`config.mk`:
```
export PLATFORM = sky130hd
export DESIGN_NAME = seq_det_ctrl
export DESIGN_NICKNAME = d
export VERILOG_FILES = /design/src/rtl/seq_det_pkg.sv /design/src/rtl/seq_match_core.sv /design/src/rtl/seq_det_ctrl.sv
export SDC_FILE = /design/constraint.sdc
export NUM_CORES = 1
export LEC_CHECK = 0
export ABC_AREA = 0
export ABC_CLOCK_PERIOD_IN_PS = 4400
export CAP_MARGIN = 20
export CORE_UTILIZATION = 40
export DETAILED_ROUTE_END_ITERATION = 10
export GPL_TIMING_DRIVEN = 0
export PLACE_DENSITY = 0.69
export SYNTH_ARGS = -nofsm -noshare
export SYNTH_HDL_FRONTEND = slang
export SYNTH_HIERARCHICAL = 1
export SYNTH_SLANG_ARGS = --single-unit
```
`constraint.sdc`:
```
create_clock -name clk -period 4.4 [get_ports clk]
set_clock_uncertainty 0.05 [all_clocks]
set_input_delay 1.32 -clock clk [delete_from_list [all_inputs] [get_ports clk]]
set_output_delay 1.32 -clock clk [all_outputs]
set_load 0.01 [all_outputs]
```
`src/rtl/seq_det_pkg.sv`:
```
// Shared types, widths and helpers for the serial sequence detector.
package seq_det_pkg;

    localparam int HIST_W = 8;   // history register width = longest pattern
    localparam int CNT_W  = 8;   // match counter width
    localparam int BITS_W = 16;  // bit budget / bit counter width
    localparam int FILL_W = 4;   // fill count holds 0..8
    localparam int LEN_W  = 4;   // cfg_len width

    // status meaning, valid while done = 1
    localparam logic STATUS_TARGET = 1'b0;  // target number of matches reached
    localparam logic STATUS_BUDGET = 1'b1;  // bit budget ran out first

    typedef enum logic [1:0] {
        IDLE  = 2'd0,
        ARMED = 2'd1,
        RUN   = 2'd2,
        DONE  = 2'd3
    } state_t;

    typedef struct packed {
        logic [HIST_W-1:0] pattern;
        logic [LEN_W-1:0]  len;
        logic              overlap;
        logic [CNT_W-1:0]  target;
        logic [BITS_W-1:0] max_bits;
    } cfg_t;

    // Mask selecting the low 'len' bits of the history / pattern.
    function automatic logic [HIST_W-1:0] len_mask(input logic [LEN_W-1:0] len);
        logic [HIST_W-1:0] m;
        for (int i = 0; i < HIST_W; i++) begin
            m[i] = (LEN_W'(i) < len);
        end
        return m;
    endfunction

    // Only lengths 1..8 fit the history register.
    function automatic logic len_legal(input logic [LEN_W-1:0] len);
        return (len >= LEN_W'(1)) && (len <= LEN_W'(HIST_W));
    endfunction

endpackage

```
`src/rtl/seq_match_core.sv`:
```
// History shift register, saturating fill count and pattern comparator.
// 'hit' is combinational and already includes the bit being shifted in.
module seq_match_core
    import seq_det_pkg::*;
(
    input  logic              clk,
    input  logic              rst,
    input  logic              shift,
    input  logic              clear,
    input  logic              bit_in,
    input  logic [HIST_W-1:0] pattern,
    input  logic [LEN_W-1:0]  len,
    input  logic              overlap,
    output logic              hit
);

    logic [HIST_W-1:0] hist;
    logic [HIST_W-1:0] hist_n;
    logic [FILL_W-1:0] fill;
    logic [FILL_W-1:0] fill_n;
    logic [HIST_W-1:0] mask;

    // Look-ahead values with the incoming bit, used for the compare.
    always_comb begin
        hist_n = {hist[HIST_W-2:0], bit_in};
        fill_n = (fill == FILL_W'(HIST_W)) ? fill : fill + FILL_W'(1);
        mask   = len_mask(len);
        hit    = shift && (fill_n >= len) && (((hist_n ^ pattern) & mask) == '0);
    end

    // Shift on every accepted bit; without overlap a match restarts the fill.
    always_ff @(posedge clk) begin
        if (rst || clear) begin
            hist <= '0;
            fill <= '0;
        end else if (shift) begin
            hist <= hist_n;
            fill <= (hit && !overlap) ? '0 : fill_n;
        end
    end

endmodule

```
`src/rtl/seq_det_ctrl.sv`:
```
// Serial sequence detector controller: config handshake, run control,
// match counting and termination on target or bit budget.
// Handshake: a config is taken on any cycle with cfg_valid && cfg_ready;
// cfg_ready is high in every state except RUN and does not depend on cfg_valid.
module seq_det_ctrl
    import seq_det_pkg::*;
(
    input  logic              clk,
    input  logic              rst,
    input  logic              cfg_valid,
    output logic              cfg_ready,
    input  logic [HIST_W-1:0] cfg_pattern,
    input  logic [LEN_W-1:0]  cfg_len,
    input  logic              cfg_overlap,
    input  logic [CNT_W-1:0]  cfg_target,
    input  logic [BITS_W-1:0] cfg_max_bits,
    input  logic              start,
    input  logic              abort,
    input  logic              in_valid,
    input  logic              in,
    output logic              busy,
    output logic              match,
    output logic [CNT_W-1:0]  match_cnt,
    output logic              done,
    output logic              status,
    output logic              cfg_err
);

    state_t            state, state_n;
    cfg_t              cfg, cfg_n;
    logic              match_n;
    logic [CNT_W-1:0]  cnt_n;
    logic              done_n;
    logic              status_n;
    logic              err_n;
    logic [BITS_W-1:0] bit_cnt, bit_cnt_n;

    logic              shift;
    logic              clear;
    logic              hit;
    logic [CNT_W-1:0]  target_eff;
    logic [CNT_W-1:0]  cnt_inc;
    logic [BITS_W-1:0] bits_inc;
    logic              target_hit;
    logic              budget_hit;

    assign cfg_ready = (state != RUN);
    assign busy      = (state == RUN);
    assign shift     = (state == RUN) && in_valid;
    // a same-cycle cfg_valid takes priority over start
    assign clear     = ((state == ARMED) || (state == DONE)) && start && !cfg_valid;

    seq_match_core u_core (
        .clk     (clk),
        .rst     (rst),
        .shift   (shift),
        .clear   (clear),
        .bit_in  (in),
        .pattern (cfg.pattern),
        .len     (cfg.len),
        .overlap (cfg.overlap),
        .hit     (hit)
    );

    // Next-state and next-output logic for the run FSM.
    always_comb begin
        state_n    = state;
        cfg_n      = cfg;
        match_n    = 1'b0;
        cnt_n      = match_cnt;
        done_n     = done;
        status_n   = status;
        err_n      = 1'b0;
        bit_cnt_n  = bit_cnt;
        target_eff = (cfg.target == '0) ? CNT_W'(1) : cfg.target;
        cnt_inc    = (match_cnt == '1) ? match_cnt : match_cnt + CNT_W'(1);
        bits_inc   = bit_cnt + BITS_W'(1);
        target_hit = hit && (cnt_inc >= target_eff);
        budget_hit = shift && (cfg.max_bits != '0) && (bits_inc == cfg.max_bits);

        case (state)
            RUN: begin
                if (shift) begin
                    bit_cnt_n = bits_inc;
                    if (hit) begin
                        match_n = 1'b1;
                        cnt_n   = cnt_inc;
                    end
                end
                if (abort) begin
                    state_n = ARMED;
                    done_n  = 1'b0;
                end else if (target_hit) begin
                    state_n  = DONE;
                    done_n   = 1'b1;
                    status_n = STATUS_TARGET;
                end else if (budget_hit) begin
                    state_n  = DONE;
                    done_n   = 1'b1;
                    status_n = STATUS_BUDGET;
                end
            end
            default: begin
                if (cfg_valid) begin
                    if (len_legal(cfg_len)) begin
                        cfg_n.pattern  = cfg_pattern;
                        cfg_n.len      = cfg_len;
                        cfg_n.overlap  = cfg_overlap;
                        cfg_n.target   = cfg_target;
                        cfg_n.max_bits = cfg_max_bits;
                        done_n         = 1'b0;
                        state_n        = ARMED;
                    end else begin
                        err_n   = 1'b1;
                        state_n = IDLE;
                    end
                end else if (clear) begin
                    state_n   = RUN;
                    cnt_n     = '0;
                    bit_cnt_n = '0;
                    done_n    = 1'b0;
                    status_n  = 1'b0;
                end
            end
        endcase
    end

    // State and output registers; reset discards any run in progress.
    always_ff @(posedge clk) begin
        if (rst) begin
            state     <= IDLE;
            cfg       <= '0;
            match     <= 1'b0;
            match_cnt <= '0;
            done      <= 1'b0;
            status    <= 1'b0;
            cfg_err   <= 1'b0;
            bit_cnt   <= '0;
        end else begin
            state     <= state_n;
            cfg       <= cfg_n;
            match     <= match_n;
            match_cnt <= cnt_n;
            done      <= done_n;
            status    <= status_n;
            cfg_err   <= err_n;
            bit_cnt   <= bit_cnt_n;
        end
    end

endmodule

```
==> impl_metrics.env, run 1 <==
export IMPL_die_area_um2=11400
export IMPL_port_buffers=57
export IMPL_viasPerCell=5.55
export IMPL_wl_met1_um=5530
export IMPL_yosys_top_cells_count="nand2_1 (96), dfxtp_1 (78), a21oi_1 (70)"
export IMPL_grt_max_degree=14
export IMPL_synth_edf_count=0
export IMPL_dp_cells=756
export IMPL_vias=4277
export IMPL_syn_area_per_cell_um2=7.81
export IMPL_cts_tree="done"
export IMPL_rsz0062_at_grt="false"
export IMPL_hold_viol_final=0
export IMPL_final_core_util_pct=50.9
export IMPL_htree_levels=3
export IMPL_antenna_found_initial=0
export IMPL_grt_pass1_wl_um=18700
export IMPL_gp_congestion=0.889
export IMPL_worst_pin_slew_ps=699
export IMPL_crit_arrival_ps=4410
export IMPL_cp_start_kind="primary input"
export IMPL_drive_gt1_share_pct=7.09
export IMPL_cts_buffers=9
export IMPL_grt_ovfl_total=0
export IMPL_synth_most_common_cell="nand2_1"
export IMPL_grt_pass1_vias=3900
export IMPL_period_share_pct=94.7
export IMPL_cp_slowest_cell="clkdlybuf4s50_1"
export IMPL_post_synth_top_area_fraction_pct=35.5
export IMPL_highest_layer="met4"
export IMPL_synthCells=563
export IMPL_async_flop_share_pct=0
export IMPL_clkSinkCount=78
export IMPL_slew_headroom_pct=53.2
export IMPL_final_cells=771
export IMPL_status="complete, no violations"
export IMPL_clock_root_buffer="clkbuf_8"
export IMPL_min_period_ps=4170
export IMPL_nNetsFinal=691
export IMPL_die_w_um=107
export IMPL_ys_seq_area_share_pct=35.5
export IMPL_insertion_delay_ps=360
export IMPL_critPathMaxFanout=10
export IMPL_hold_slack_ps=419
export IMPL_start_util_pct=41.8
export IMPL_die_height_um=107
export IMPL_end_kind="flip-flop"
export IMPL_dp_hpwl_um=8740
export IMPL_min_path_type="flip-flop to flip-flop"
export IMPL_grtUsageTotal_pct=20.7
export IMPL_path_cells="clkdlybuf4s50_1 > nand3b_1 > inv_1 > clkbuf_2 > clkbuf_1 > o221ai_1 > o21bai_1 > nor4_4 > and3_1 > nand2_1 > or2_2 > a21oi_1"
export IMPL_synthFlopType="dfxtp_1"
export IMPL_wl_met3_um=540
export IMPL_slowest_delay_ps=520
export IMPL_powerDensity_nw_per_um2=280
export IMPL_syn_area_um2=4400
export IMPL_ys_top_cells_by_area="dfxtp_1 (36%), nand2_1 (8.2%), a21oi_1 (8.0%)"
export IMPL_post_route_drc_count=0
export IMPL_yosys_area_top_type="dfxtp_1"
export IMPL_p_leak_uw=0.00195
export IMPL_syn_nets=623
export IMPL_wl_per_cell_um=14.9
export IMPL_wl_met2_um=5200
export IMPL_final_antenna_net_count=0
export IMPL_first_pass_iters=5
export IMPL_drtIter0Drc=309
export IMPL_pin_count=58
export IMPL_antenna_cells=0
export IMPL_synth_cell_types=65
export IMPL_cp_data_required_time_ps=4650
export IMPL_cts_clk_slew_worst_paths_ps=90
export IMPL_synthToLayoutAreaGrowth_pct=21.7
export IMPL_rows=37
export IMPL_path_class="primary input to flip-flop"
export IMPL_report_final_slew_viol_count=0
export IMPL_clock_fmax_mhz=240
export IMPL_peakVddDrop_mv=0.150
export IMPL_cap_violations=0
export IMPL_core_um2=10500
export IMPL_wirelength_um=11500
export IMPL_setup_violations=0
export IMPL_yosys_warnings=6
export IMPL_ys_ff_latch=78
export IMPL_clockBufferDepth=2
[repair_timing]
| action | CTS | global route |
|---|---|---|
| buffers inserted | 1 | 0 |
| gates cloned | 0 | 0 |
| endpoints found under the setup margin | 3 | 1 |
| pin swaps | 1 | 0 |
| hold buffers | 0 | 0 |
| gates resized for setup | 1 | 0 |
[critical path, delay by kind of cell]
kind            cells  cell delay (ps)
buf+inv             4             1290
simple gates        5             1250
compound gates      3              530
[where the power goes]
part           switching [uW]  internal (uW)  total (uW)  leakage (uW)
Combinational            83.6           81.4         165       0.00121
Clock                     272            316         588      0.000105
Sequential               20.4            725         745      0.000633
Total                     376           1120        1500       0.00195
[cell families after synthesis]
group | Yosys count | synth area share [%]
buffers and inverters | 52 | 5.04
DFF | 78 | 35.5
adders and majority gates | 16 | 4.55
and+or+nand+nor | 239 | 26.5
xor gates and xnor gates | 30 | 5.98
muxes | 12 | 2.79
AOI/OAI and AO/OA | 136 | 19.6
[metrics by stage]
step / setup TNS, ps / setup WS [ps] / cell area (um^2) / power, uW
after floorplan: 0 / 673 / 4400 / 849
after global placement: -2880 / -579 / 5140 / 921
after detailed placement: -3600 / -652 / 5140 / 925
after CTS: 0 / 173 / 5360 / 1510
after global routing: 0 / 43.1 / 5350 / 1560
final: 0 / 235 / 5350 / 1500
[state kept, by name (all words and copies together), names as in the netlist]
signal,count
state,2
status,1
cfg_err,1
cfg,37
bit_cnt,16
u_core/fill,4
u_core/hist,7
match_cnt,8
done,1
match,1
[cell type report]
cell class / instances / area, um^2
fill: 1011 / 5160
multi-input combinational: 433 / 2610
sequential: 78 / 1560
timing repair buffer: 58 / 578
tap: 136 / 170
buffer: 30 / 140
clock buffer: 9 / 124
clock inverter: 6 / 86.3
inverter: 21 / 78.8
[path summary, 6_finish.rpt]
check	start	endpoint	slack, ps	cells after the start
max reg2reg	u_core/fill[0]$_SDFFE_PP0P_	status$_SDFFE_PP0P_	1000	13
min	cfg[18]$_SDFFE_PP0P_	cfg[18]$_SDFFE_PP0P_	420	2
max	in_valid	match_cnt[0]$_SDFFE_PP0P_	230	12
min reg2reg	cfg[18]$_SDFFE_PP0P_	cfg[18]$_SDFFE_PP0P_	420	2
[routing by layer]
metal | track usage (%) | up-vias
li1 | - | 2138
met1 | 28.2 | 2008
met2 | 33.1 | 119
met3 | 2.25 | 12
met4 | 8.81 | 0
met5 | 0 | -
[cell usage in the layout (no fill, tap or decap), types with 5 or more instances in the layout]
cell type,instances
nand2_1,96
dfxtp_1,78
a21oi_1,70
clkdlybuf4s50_1,57
nor2_1,43
nand3_1,24
o21ai_0,22
inv_1,21
clkbuf_1,19
xnor2_1,16
ha_1,16
xor2_1,14
and3_1,11
mux2i_1,10
nor4_1,10
clkbuf_8,10
nor3_1,9
nand4_1,6
a211oi_1,6
nor2b_1,6
buf_2,5
No activity file was read; power rests on OpenSTA's default activity.
==> run 2: changes to the inputs <==
--- a/config.mk
+++ b/config.mk
@@ -12,6 +12,7 @@
 export DETAILED_ROUTE_END_ITERATION = 10
 export GPL_TIMING_DRIVEN = 0
 export PLACE_DENSITY = 0.69
+export SETUP_SLACK_MARGIN = 0.4
 export SYNTH_ARGS = -nofsm -noshare
 export SYNTH_HDL_FRONTEND = slang
 export SYNTH_HIERARCHICAL = 1
==> run 2 against run 1 <==
Combinational power is essentially flat. Utilization rose by 0.15 points. First-iteration DRC count decreased by 13%. Die area unchanged. Critical endpoint unchanged.
==> impl_metrics.env, run 2 (same netlist as run 1, synthesis figures left out) <==
export IMPL_grtUsageTotal_pct=20.7
export IMPL_die_w_um=107
export IMPL_hold_end="cfg[18]$_SDFFE_PP0P_"
export IMPL_grt_pass1_wl_um=18700
export IMPL_p_leak_uw=0.00196
export IMPL_die_area_um2=11400
export IMPL_cts_clk_slew_worst_paths_ps=90
export IMPL_rows=37
export IMPL_regMostFlops="cfg"
export IMPL_crit_arrival_ps=3980
export IMPL_dp_hpwl_um=8740
export IMPL_htree_levels=3
export IMPL_antenna_cells=0
export IMPL_peakVddDrop_mv=0.149
export IMPL_cp_data_required_time_ps=4640
export IMPL_powerDensity_nw_per_um2=279
export IMPL_antenna_found_initial=0
export IMPL_insertion_delay_ps=360
export IMPL_path_class="primary input to flip-flop"
export IMPL_cts_tree="done"
export IMPL_setup_violations=0
export IMPL_final_cell_mix="nand2_1 (96), dfxtp_1 (78), a21oi_1 (70)"
export IMPL_slew_headroom_pct=54.6
export IMPL_regToRegSetupSlack_ps=1000
export IMPL_largest_reg_flops=37
export IMPL_cap_violations=0
export IMPL_rsz0062_at_grt="false"
export IMPL_post_route_drc_count=0
export IMPL_hold_viol_final=0
export IMPL_p_comb_share_pct=11.0
export IMPL_die_height_um=107
export IMPL_synthToLayoutAreaGrowth_pct=22.1
export IMPL_drtIter0Drc=269
export IMPL_grt_ovfl_total=0
export IMPL_port_buffers=57
export IMPL_worst_pin_slew_ps=678
export IMPL_status="complete, no violations"
export IMPL_clock_fmax_mhz=268
export IMPL_wl_per_cell_um=14.7
export IMPL_min_from="cfg[18]$_SDFFE_PP0P_"
export IMPL_p_seq_share_pct=49.8
export IMPL_final_common_cell="nand2_1"
export IMPL_pre_cts_ws_ps=-652
export IMPL_clkPwrFrac_pct=39.2
export IMPL_final_area_um2=5370
export IMPL_nNetsFinal=693
export IMPL_final_antenna_net_count=0
export IMPL_worst_slack_ps=668
export IMPL_start_util_pct=41.8
export IMPL_grt_pass1_vias=3898
export IMPL_min_period_ps=3730
export IMPL_hold_slack_ps=419
export IMPL_grt_max_degree=14
export IMPL_p_total_uw=1500
export IMPL_end_kind="flip-flop"
export IMPL_clockBufferDepth=2
export IMPL_vias=4268
export IMPL_report_final_slew_viol_count=0
export IMPL_pin_count=58
export IMPL_clkSinkCount=78
export IMPL_r2r_cells=13
export IMPL_first_pass_iters=5
export IMPL_r2r_end="status$_SDFFE_PP0P_"
export IMPL_critPathMaxFanout=10
export IMPL_dpl_cell_area_um2=5140
export IMPL_switching_share_pct=25.0
export IMPL_clock_root_buffer="clkbuf_8"
export IMPL_gp_congestion=0.889
export IMPL_largest_registers="cfg: 37 flops, bit_cnt: 16 flops, match_cnt: 8 flops"
export IMPL_cts_buffers=9
export IMPL_period_share_pct=84.8
export IMPL_wirelength_um=11400
export IMPL_internal_power_uw=1120
export IMPL_core_um2=10500
export IMPL_min_path_type="flip-flop to flip-flop"
export IMPL_cp_start_kind="primary input"
export IMPL_worstReg2RegStart="u_core/fill[0]$_SDFFE_PP0P_"
export IMPL_holdBufCountCts=0
export IMPL_p_sw_uw=374
export IMPL_final_core_util_pct=51.1
export IMPL_hold_depth=2
export IMPL_viasPerCell=5.52
export IMPL_drive_gt1_share_pct=7.54
## run 2: how the worst max path moves through the flow
stage	endpoint	depth (start not counted)	start
floorplan	match_cnt[0]$_SDFFE_PP0P_	12	in_valid
global placement	match_cnt[0]$_SDFFE_PP0P_	13	in_valid
detailed placement	match_cnt[0]$_SDFFE_PP0P_	13	in_valid
CTS	match_cnt[0]$_SDFFE_PP0P_	13	in_valid
global route	match_cnt[0]$_SDFFE_PP0P_	13	in_valid
finish	match_cnt[0]$_SDFFE_PP0P_	13	in_valid
## run 2: cell type report
cell class	instances	area (um^2)
inverter	21	78.8
fill	1010	5140
tap	136	170
buffer	31	149
multi-input combinational	433	2610
timing repair buffer	59	586
sequential	78	1560
clock inverter	6	86.3
clock buffer	9	124
## run 2: critical path, stage by stage
cell	delay, ps
clkdlybuf4s50_1	510
nand3b_1	110
inv_1	110
clkbuf_4	230
clkbuf_2	210
o221ai_1	130
o21bai_1	210
nor4_4	230
and3_1	200
clkbuf_2	200
nand2_1	90
or2_2	280
a21oi_1	140
## run 2: stage by stage
step                      setup TNS [ps]  std cells
after floorplan                        0        563
after detailed placement           -3600        756
after CTS                              0        772
after global routing                   0        773
after global placement             -2880        756
final                                  0        773
## run 2: routing by layer
metal  share of wire, %  vias up  routed length (um)  GRT usage [%]
li1                   -     2142                   -              -
met1                 48     1985                5480           28.2
met2                 45      125                5160           33.1
met3                4.8       16                 551           2.25
met4                1.8        0                 207           8.81
met5                  0        -                   0              0
## run 2: repair_timing
item,CTS,global route
buffers inserted,1,1
pin swaps,1,1
endpoints found under the setup margin,12,4
resized for setup,3,2
## run 2: power by group through the flow
| stage | registers (uW) | logic, uW | clock network, uW |
|---|---|---|---|
| 2_1_floorplan | 754 | 94.7 | 0 |
| 3_3_place_gp | 761 | 160 | 0 |
| 4_1_cts | 745 | 165 | 597 |
| 6_report | 745 | 165 | 586 |
| 3_5_place_dp | 762 | 164 | 0 |
| 5_1_grt | 748 | 184 | 626 |
